### src/rtl/updown_counter.sv
// Synchronous modulo-N up/down counter with clear, load, wrap/saturate and flags.
// Optional GRAY_OUT_EN adds a registered Gray-coded copy of q on port q_gray.
module updown_counter #(
    parameter int WIDTH     = 4,
    parameter int MODULUS   = 16,
    parameter bit SATURATE  = 1'b0,
    parameter int RESET_VAL = 0
) (
    input  logic             clk,
    input  logic             rst,
    input  logic             en,
    input  logic             up,
    input  logic             clear,
    input  logic             load,
    input  logic [WIDTH-1:0] load_val,
`ifdef GRAY_OUT_EN
    output logic [WIDTH-1:0] q_gray,
`endif
    output logic [WIDTH-1:0] q,
    output logic             tc,
    output logic             wrap,
    output logic             load_err
);

    localparam logic [WIDTH:0]   MAXV = (WIDTH+1)'(MODULUS - 1);
    localparam logic [WIDTH:0]   STEP = (WIDTH+1)'(1);
    localparam logic [WIDTH-1:0] QMAX = MAXV[WIDTH-1:0];
    localparam logic [WIDTH-1:0] QRST = WIDTH'(RESET_VAL);

    logic [WIDTH:0]   q_ext;
    logic [WIDTH:0]   inc;
    logic [WIDTH:0]   dec;
    logic             at_max;
    logic             at_zero;
    logic             ovf;
    logic             unf;
    logic             bad_load;
    logic [WIDTH-1:0] q_nxt;
    logic             wrap_nxt;
    logic             lerr_nxt;

    assign q_ext    = {1'b0, q};
    assign inc      = q_ext + STEP;
    assign dec      = q_ext - STEP;
    assign at_max   = (q_ext == MAXV);
    assign at_zero  = (q == '0);
    // Overflow past the modulus and borrow out of zero, seen in the extra bit.
    assign ovf      = (inc > MAXV);
    assign unf      = dec[WIDTH];
    assign bad_load = ({1'b0, load_val} > MAXV);

    assign tc = en & (up ? at_max : at_zero);

    always_comb begin
        q_nxt    = q;
        wrap_nxt = 1'b0;
        lerr_nxt = 1'b0;
        if (clear) begin
            q_nxt = '0;
        end else if (load) begin
            if (bad_load) begin
                q_nxt    = QMAX;
                lerr_nxt = 1'b1;
            end else begin
                q_nxt = load_val;
            end
        end else if (en) begin
            if (up) begin
                if (!ovf) begin
                    q_nxt = inc[WIDTH-1:0];
                end else if (!SATURATE) begin
                    q_nxt    = '0;
                    wrap_nxt = 1'b1;
                end
            end else begin
                if (!unf) begin
                    q_nxt = dec[WIDTH-1:0];
                end else if (!SATURATE) begin
                    q_nxt    = QMAX;
                    wrap_nxt = 1'b1;
                end
            end
        end
    end

    always_ff @(posedge clk or posedge rst) begin
        if (rst) begin
            q        <= QRST;
            wrap     <= 1'b0;
            load_err <= 1'b0;
        end else begin
            q        <= q_nxt;
            wrap     <= wrap_nxt;
            load_err <= lerr_nxt;
        end
    end

`ifdef GRAY_OUT_EN
    function automatic logic [WIDTH-1:0] to_gray(input logic [WIDTH-1:0] v);
        return v ^ (v >> 1);
    endfunction

    always_ff @(posedge clk or posedge rst) begin
        if (rst) begin
            q_gray <= to_gray(QRST);
        end else begin
            q_gray <= to_gray(q_nxt);
        end
    end
`endif

endmodule

### config.mk
export PLATFORM = sky130hd
export DESIGN_NAME = updown_counter
export DESIGN_NICKNAME = d
export VERILOG_FILES = /design/src/rtl/updown_counter.sv
export SDC_FILE = /design/constraint.sdc
export NUM_CORES = 1
export LEC_CHECK = 0
export BUFFER_PORTS_ARGS = -buffer_cell sky130_fd_sc_hd__buf_2
export CORE_AREA = 2 2 39 41
export DETAILED_ROUTE_END_ITERATION = 10
export DIE_AREA = 0 0 41 43
export PLACE_DENSITY = 0.7
export SLEW_MARGIN = 40
export SYNTH_ARGS = -nofsm -noshare
export SYNTH_HDL_FRONTEND = slang
export SYNTH_SLANG_ARGS = --single-unit
### constraint.sdc
create_clock -name clk -period 2 [get_ports clk]
set_clock_uncertainty 0.15 [all_clocks]
set_input_delay 0.3 -clock clk [delete_from_list [all_inputs] [get_ports clk]]
set_output_delay 0.3 -clock clk [all_outputs]
set_load 0.03 [all_outputs]
==> results of run 1 <==
-- per-stage QoR --
stage	instance area [µm²]	total power [mW]	setup slack, ns	setup TNS, ns
2_1_floorplan	526	0.228	-0.0762	-0.0762
3_3_place_gp	627	0.274	0.133	0
3_5_place_dp	627	0.277	0.0873	0
4_1_cts	663	0.401	0.0660	0
5_1_grt	663	0.428	0.0111	0
6_report	663	0.393	0.0947	0
-- kinds of logic (layout without fill, tap and decap cells) --
family	after synthesis	after routing	synth area share
adder cells (fa/ha/maj)	5	5	0.117
buffers and inverters	11	29	0.0885
flip-flops	5	5	0.239
AND/OR/NAND/NOR	23	23	0.275
AO/OA/AOI/OAI	20	20	0.273
other	1	1	0.00717
-- final cells by class --
class / count / area, µm²
sequential: 5 / 128
timing repair buffer: 21 / 123
fill: 136 / 721
clock buffer: 4 / 26.3
multi-input combinational: 49 / 352
inverter: 4 / 15.0
tap: 16 / 20.0
-- worst max path at each step --
stage,startpoint,endpoint,slack [ns],cells past startpoint
3_5_place_dp,q[1],q[3],0.09,6
5_1_grt,q[2],tc,0.01,4
3_3_place_gp,q[1],q[3],0.13,6
2_1_floorplan,q[0],q[3],-0.08,6
4_1_cts,q[1],q[3],0.07,6
6_report,q[0],q[3],0.09,6
-- worst max-delay path, cell delays in order, from the launching register on --
cell,delay [ns]
sky130_fd_sc_hd__dfrtp_2,0.39
sky130_fd_sc_hd__inv_1,0.08
sky130_fd_sc_hd__ha_1,0.25
sky130_fd_sc_hd__nor3b_2,0.18
sky130_fd_sc_hd__maj3_2,0.33
sky130_fd_sc_hd__and3_4,0.19
sky130_fd_sc_hd__o32ai_2,0.24
-- sequential cells by signal, indices dropped and copies added, names as in the netlist --
name  flops
q         4
wrap      1
-- power groups by stage --
stage / registers [mW] / clock network (mW) / logic [mW]
floorplan: 0.137 / 0 / 0.0910
global placement: 0.115 / 0 / 0.159
detailed placement: 0.115 / 0 / 0.162
CTS: 0.114 / 0.123 / 0.164
global route: 0.115 / 0.132 / 0.180
finish: 0.114 / 0.114 / 0.164
-- metal layers --
metal,track usage,vias up,wire (µm)
li1,-,270,-
met1,0.240,250,522
met2,0.238,28,602
met3,0.0628,0,111
met4,0.0200,0,0
met5,0,-,0
-- placed cells by master (no fill, tap or decap), types with 2 or more instances in the layout --
cell type / Yosys / layout
sky130_fd_sc_hd__ha_1: 4 / 4
sky130_fd_sc_hd__dfrtp_1: 5 / 3
sky130_fd_sc_hd__a22oi_1: 2 / 2
sky130_fd_sc_hd__a211oi_1: 2 / 2
sky130_fd_sc_hd__a21oi_1: 4 / 4
sky130_fd_sc_hd__inv_1: 4 / 3
sky130_fd_sc_hd__buf_2: 1 / 15
sky130_fd_sc_hd__nor2_1: 3 / 3
sky130_fd_sc_hd__nand2_1: 4 / 4
sky130_fd_sc_hd__nand3b_1: 2 / 2
sky130_fd_sc_hd__nor3b_1: 2 / 2
sky130_fd_sc_hd__dfrtp_2: 0 / 2
sky130_fd_sc_hd__clkbuf_4: 0 / 3
sky130_fd_sc_hd__nand2b_1: 2 / 2
sky130_fd_sc_hd__buf_4: 1 / 5
sky130_fd_sc_hd__o21ai_0: 2 / 2
sky130_fd_sc_hd__nor3_1: 3 / 3
-- repair_timing --
item	4_1_cts	5_1_grt
endpoints found under the hold margin	5	0
hold buffers	1	0
setup endpoints to repair	0	1
gates resized for setup	0	1
==> results.txt, run 1 <==
----------------------------------------------------
[Status]
  Outcome ... complete, no violations

[CTS]
  Clock insertion delay at the later pin of the skew report ... 0.24 ns
  Clock root cell ... sky130_fd_sc_hd__clkbuf_4
  Clock sinks ... 5
  Post-CTS clock slew at the launch and capture registers of the worst setup and hold paths ... 0.05 ns
  Maximum level of the CTS H-tree ... 1
  Number of buffers inserted by post-CTS setup repair ... 0
  Inserted Clock Buffers ... 3
  Maximum root-to-sink buffer count ... 2
  Clock tree from TritonCTS ... done

[Floorplan]
  Core area ... 1380 µm²
  Rows ... 14
  Floorplan die area ... 1760 µm²
  Number of top-level pins ... 17
  Initial Util ... 0.378
  Die Span Y ... 43 µm
  Die width ... 41 µm

[Job]
  Number of max-cap violations ... 0

[Critical path]
  FF-to-FF path depth ... 6
  Worst-path maximum fanout ... 3
  Endpoint type of the worst setup path ... flip-flop
  Origin of the critical flop-to-flop path ... q[0]
  Data arrival time of the worst path ... 1.90 ns
  Setup slack of the most critical reg-to-reg path ... 0.09 ns
  Critical R2R Capture ... q[3]
  Critical Setup Path Class ... reg -> reg
  Critical path startpoint category ... flip-flop
  CP Data Required Time ... 1.99 ns

[STA]
  Shortest period the worst path allows ... 1.91 ns
  Final number of max-transition violations ... 0
  Top achievable clock speed ... 525 MHz
  Setup Viol. Count Final ... 0
  Final-report hold violation count ... 0
  Setup repair after global routing missed its margin ... false
  Final worst hold slack ... 0.173 ns
  Final Cycle Share ... 0.953

[Pwr]
  Net switching fraction of the power ... 0.360
  Clock power frac ... 0.291
  Maximum resistive drop on vdd ... 0.616 mV
  Register share of total power ... 0.291
  Internal ... 0.252 mW
  LEAKAGE ... 0.313 nW
  P_sw ... 0.141 mW
  Gate power share ... 0.418
  Cell Pwr Density ... 593 nW/µm²

[Synthesis]
  Post-Synthesis Mean Instance Area ... 8.05 µm²
  Number of standard cells after synthesis ... 65
  Synthesis-stage register bit count ... 5
  Most numerous cell types in the synthesized netlist ... sky130_fd_sc_hd__clkbuf_1 (5), sky130_fd_sc_hd__dfrtp_1 (5)
  Top-area cell type share of the netlist area ... 0.239
  Sequential cell area fraction in the yosys report ... 0.239
  Cell accounting for the most synthesized area ... sky130_fd_sc_hd__dfrtp_1
  Prevailing post-synth register cell ... sky130_fd_sc_hd__dfrtp_1
  Ys async rst share ... 1.00
  Area of the mapped netlist ... 523 µm²
  Cell variety after synth ... 34
  Main area contributors after synthesis ... sky130_fd_sc_hd__dfrtp_1 (24%), sky130_fd_sc_hd__ha_1 (9.6%), sky130_fd_sc_hd__a21oi_1 (3.8%)
  Number of synthesized flops with an enable pin ... 0
  Syn. warnings ... 0
  Synthesized net count ... 79

[GRT]
  Number of global-route vias before repair ... 461
  Congestion Overflow GR ... 0
  Initial antenna violation count ... 0
  Largest net degree at the start of global routing ... 13
  Tot GR Track Use ... 0.166
  Wire length of the first global-routing pass ... 2.02 mm

[Routing]
  DRC ... 0
  Iteration count of the initial detailed-routing pass ... 4
  Starting DRC count in detailed routing ... 13
  Total detailed-routing wirelength ... 1.24 mm
  Routed Antenna Nets ... 0
  Wire per inst ... 12.5 µm
  Total via count after detailed routing ... 548
  Via density per instance ... 5.54

[Finish]
  Share of layout cells above drive strength 1 ... 0.373
  Nets ... 98
  Number of antenna repair diodes ... 0
  Post-route non-filler standard cell count ... 99
  Area Overhead vs Synth ... 26.8%
  Final core utilization ... 0.479

[Min path]
  Worst Hold End ... q[2]
  Class of the tightest hold or removal check ... in -> reg
  Hold wc startpoint ... load_val[2]
  Cell count of the worst hold path ... 3

[Placed design]
  Buffers on Ports ... 15
  Instance count after placement with tap cells included ... 94
  Half-perimeter wire length after detailed placement ... 937 µm
  Routability Congestion ... 0.825

----------------------------------------------------
Power figures use the tool's default switching activity.
==> run 2, diff against run 1 <==
--- a/config.mk
+++ b/config.mk
@@ -7,6 +7,7 @@
 export LEC_CHECK = 0
 export BUFFER_PORTS_ARGS = -buffer_cell sky130_fd_sc_hd__buf_2
 export CORE_AREA = 2 2 39 41
+export CTS_BUF_LIST = sky130_fd_sc_hd__clkbuf_4
 export DETAILED_ROUTE_END_ITERATION = 10
 export DIE_AREA = 0 0 41 43
 export PLACE_DENSITY = 0.7
==> run 2 against run 1 <==
First-iteration DRC count rose by 110%. Worst hold slack about the same. Worst setup slack worse by 0.0023 ns. Critical path type unchanged. Critical endpoint unchanged.
==> results.txt, run 2 (same netlist as run 1, synthesis figures left out) <==
----------------------------------------------------
[STA]
  Setup Viol. Count Final ... 0 (unchanged)
  Top achievable clock speed ... 524 MHz (-0.12%)
  Final Cycle Share ... 0.954 (+0.00116)
  Shortest period the worst path allows ... 1.91 ns (+0.00233 ns)
  Summed negative setup slack over all endpoints ... 0 ns (unchanged)
  Final number of max-transition violations ... 0 (unchanged)
  Final-report hold violation count ... 0 (unchanged)
  Setup repair after global routing missed its margin ... false

[Critical path]
  Critical Setup Path Class ... reg -> reg
  Worst-path maximum fanout ... 3 (unchanged)
  First element of the critical path ... q[0]
  CP Data Required Time ... 1.99 ns (about the same)
  Data arrival time of the worst path ... 1.90 ns (about the same)
  Origin of the critical flop-to-flop path ... q[0]
  Endpoint type of the worst setup path ... flip-flop
  Critical path startpoint category ... flip-flop

[Floorplan]
  Number of top-level pins ... 17 (unchanged)
  Floorplan die area ... 1760 µm² (unchanged)
  Rows ... 14 (unchanged)
  Initial Util ... 0.378 (unchanged)
  Core area ... 1380 µm² (unchanged)
  Die Span Y ... 43 µm (unchanged)
  Die width ... 41 µm (unchanged)

[GRT]
  Layer with the highest usage ... met1
  Wire length of the first global-routing pass ... 2.04 mm (+0.69%)
  Congestion Overflow GR ... 0 (unchanged)
  GRT met3 Usage ... 0.0628 (unchanged)
  GRT met2 Usage ... 0.238 (unchanged)
  Initial antenna violation count ... 0 (unchanged)
  Number of global-route vias before repair ... 462 (+0.22%)
  Tot GR Track Use ... 0.167 (+0.00101)
  Largest net degree at the start of global routing ... 13 (unchanged)
  Global routing usage on met1 ... 0.244 (+0.00325)

[Finish]
  Area Overhead vs Synth ... 27.5%
  Largest registers ... q x4, wrap x1
  Leading cell type in the layout, fill and taps excluded ... sky130_fd_sc_hd__buf_2
  Most frequent cells in the layout ... sky130_fd_sc_hd__buf_2 (15), sky130_fd_sc_hd__buf_4 (5)
  Number of flip-flops under the largest register name ... 4 (unchanged)
  Number of antenna repair diodes ... 0 (unchanged)
  Final core utilization ... 0.482 (+0.00271)
  Register ranked first by flip-flop count ... q
  Post-route non-filler standard cell count ... 99 (unchanged)
  Share of layout cells above drive strength 1 ... 0.386 (+0.0120)
  Nets ... 98 (unchanged)

[Placed design]
  Routability Congestion ... 0.825 (unchanged)
  Instance count after placement with tap cells included ... 94 (unchanged)
  Half-perimeter wire length after detailed placement ... 937 µm (unchanged)
  Buffers on Ports ... 15 (unchanged)

[Routing]
  Via density per instance ... 5.56 (+0.36%)
  Total via count after detailed routing ... 550 (+0.36%)
  Starting DRC count in detailed routing ... 27 (+14)
  Total detailed-routing wirelength ... 1.22 mm (-1.3%)
  Wire per inst ... 12.3 µm (-1.3%)
  Iteration count of the initial detailed-routing pass ... 4 (unchanged)
  Routed Antenna Nets ... 0 (unchanged)
  DRC ... 0 (unchanged)

[CTS]
  Number of buffers inserted by post-CTS setup repair ... 0 (unchanged)
  Maximum level of the CTS H-tree ... 1 (unchanged)
  Inserted Clock Buffers ... 3 (unchanged)
  Clock sinks ... 5 (unchanged)
  Maximum root-to-sink buffer count ... 2 (unchanged)
  Clock insertion delay at the later pin of the skew report ... 0.24 ns (about the same)
  Clock tree from TritonCTS ... done
  Post-CTS clock slew at the launch and capture registers of the worst setup and hold paths ... 0.05 ns (about the same)
  Clock root cell ... sky130_fd_sc_hd__clkbuf_4

[Min path]
  Hold wc startpoint ... load_val[2]
  Class of the tightest hold or removal check ... in -> reg

[Pwr]
  Maximum resistive drop on vdd ... 0.607 mV (-1.5%)
  LEAKAGE ... 0.317 nW (+1.1%)
  Cell Pwr Density ... 612 nW/µm² (+3.2%)
  Pwr Total ... 0.408 mW (+3.8%)

[Status]
  Outcome ... complete, no violations

[Job]
  Number of max-cap violations ... 0 (unchanged)

----------------------------------------------------
## run 2: final timing paths
| check | endpoint | slack, ns | cells after the start |
|---|---|---|---|
| max | q[3] | 0.09 | 6 |
| min | q[2] | 0.17 | 3 |
| max reg2reg | q[3] | 0.09 | 6 |
| min reg2reg | wrap | 0.54 | 3 |
| max in group asynchronous | q[0] | 1.17 | 3 |
| min in group asynchronous | q[1] | 0.34 | 3 |
## run 2: worst max-delay path, cell delays in order, from the launching register on
cell,delay (ns)
sky130_fd_sc_hd__dfrtp_2,0.39
sky130_fd_sc_hd__inv_1,0.08
sky130_fd_sc_hd__ha_1,0.25
sky130_fd_sc_hd__nor3b_2,0.17
sky130_fd_sc_hd__maj3_2,0.33
sky130_fd_sc_hd__and3_4,0.19
sky130_fd_sc_hd__o32ai_2,0.24
## run 2: metrics by stage
step / instance area (µm²) / worst slack [ns] / hold WS, ns
after floorplan: 526 / -0.0762 / -0.0716
after CTS: 667 / 0.0638 / 0.168
after detailed placement: 627 / 0.0873 / 0.0577
after global placement: 627 / 0.133 / 0.0481
after global routing: 667 / 0.0111 / 0.196
final: 667 / 0.0924 / 0.173
## run 2: power by group
part / total [mW] / internal [mW] / switching [mW]
clock: 0.130 / 0.0889 / 0.0412
sequential: 0.114 / 0.110 / 0.00398
combinational: 0.164 / 0.0662 / 0.0976
total: 0.408 / 0.265 / 0.143
## run 2: timing repair
action                                 in CTS  in global routing
endpoints found under the hold margin       5                  0
gates resized for setup                     0                  1
setup endpoints to repair                   0                  1
hold buffers                                1                  0
## run 2: layout make-up
| cell class | count | area, µm² |
|---|---|---|
| fill | 136 | 717 |
| sequential | 5 | 128 |
| tap | 16 | 20.0 |
| multi-input combinational | 49 | 352 |
| timing repair buffer | 21 | 123 |
| inverter | 4 | 15.0 |
| clock buffer | 4 | 30.0 |
## run 2: per-layer routing
layer	part of all wire	wire [µm]
met1	0.40	494
met2	0.51	625
met3	0.083	101
met4	0	0
met5	0	0
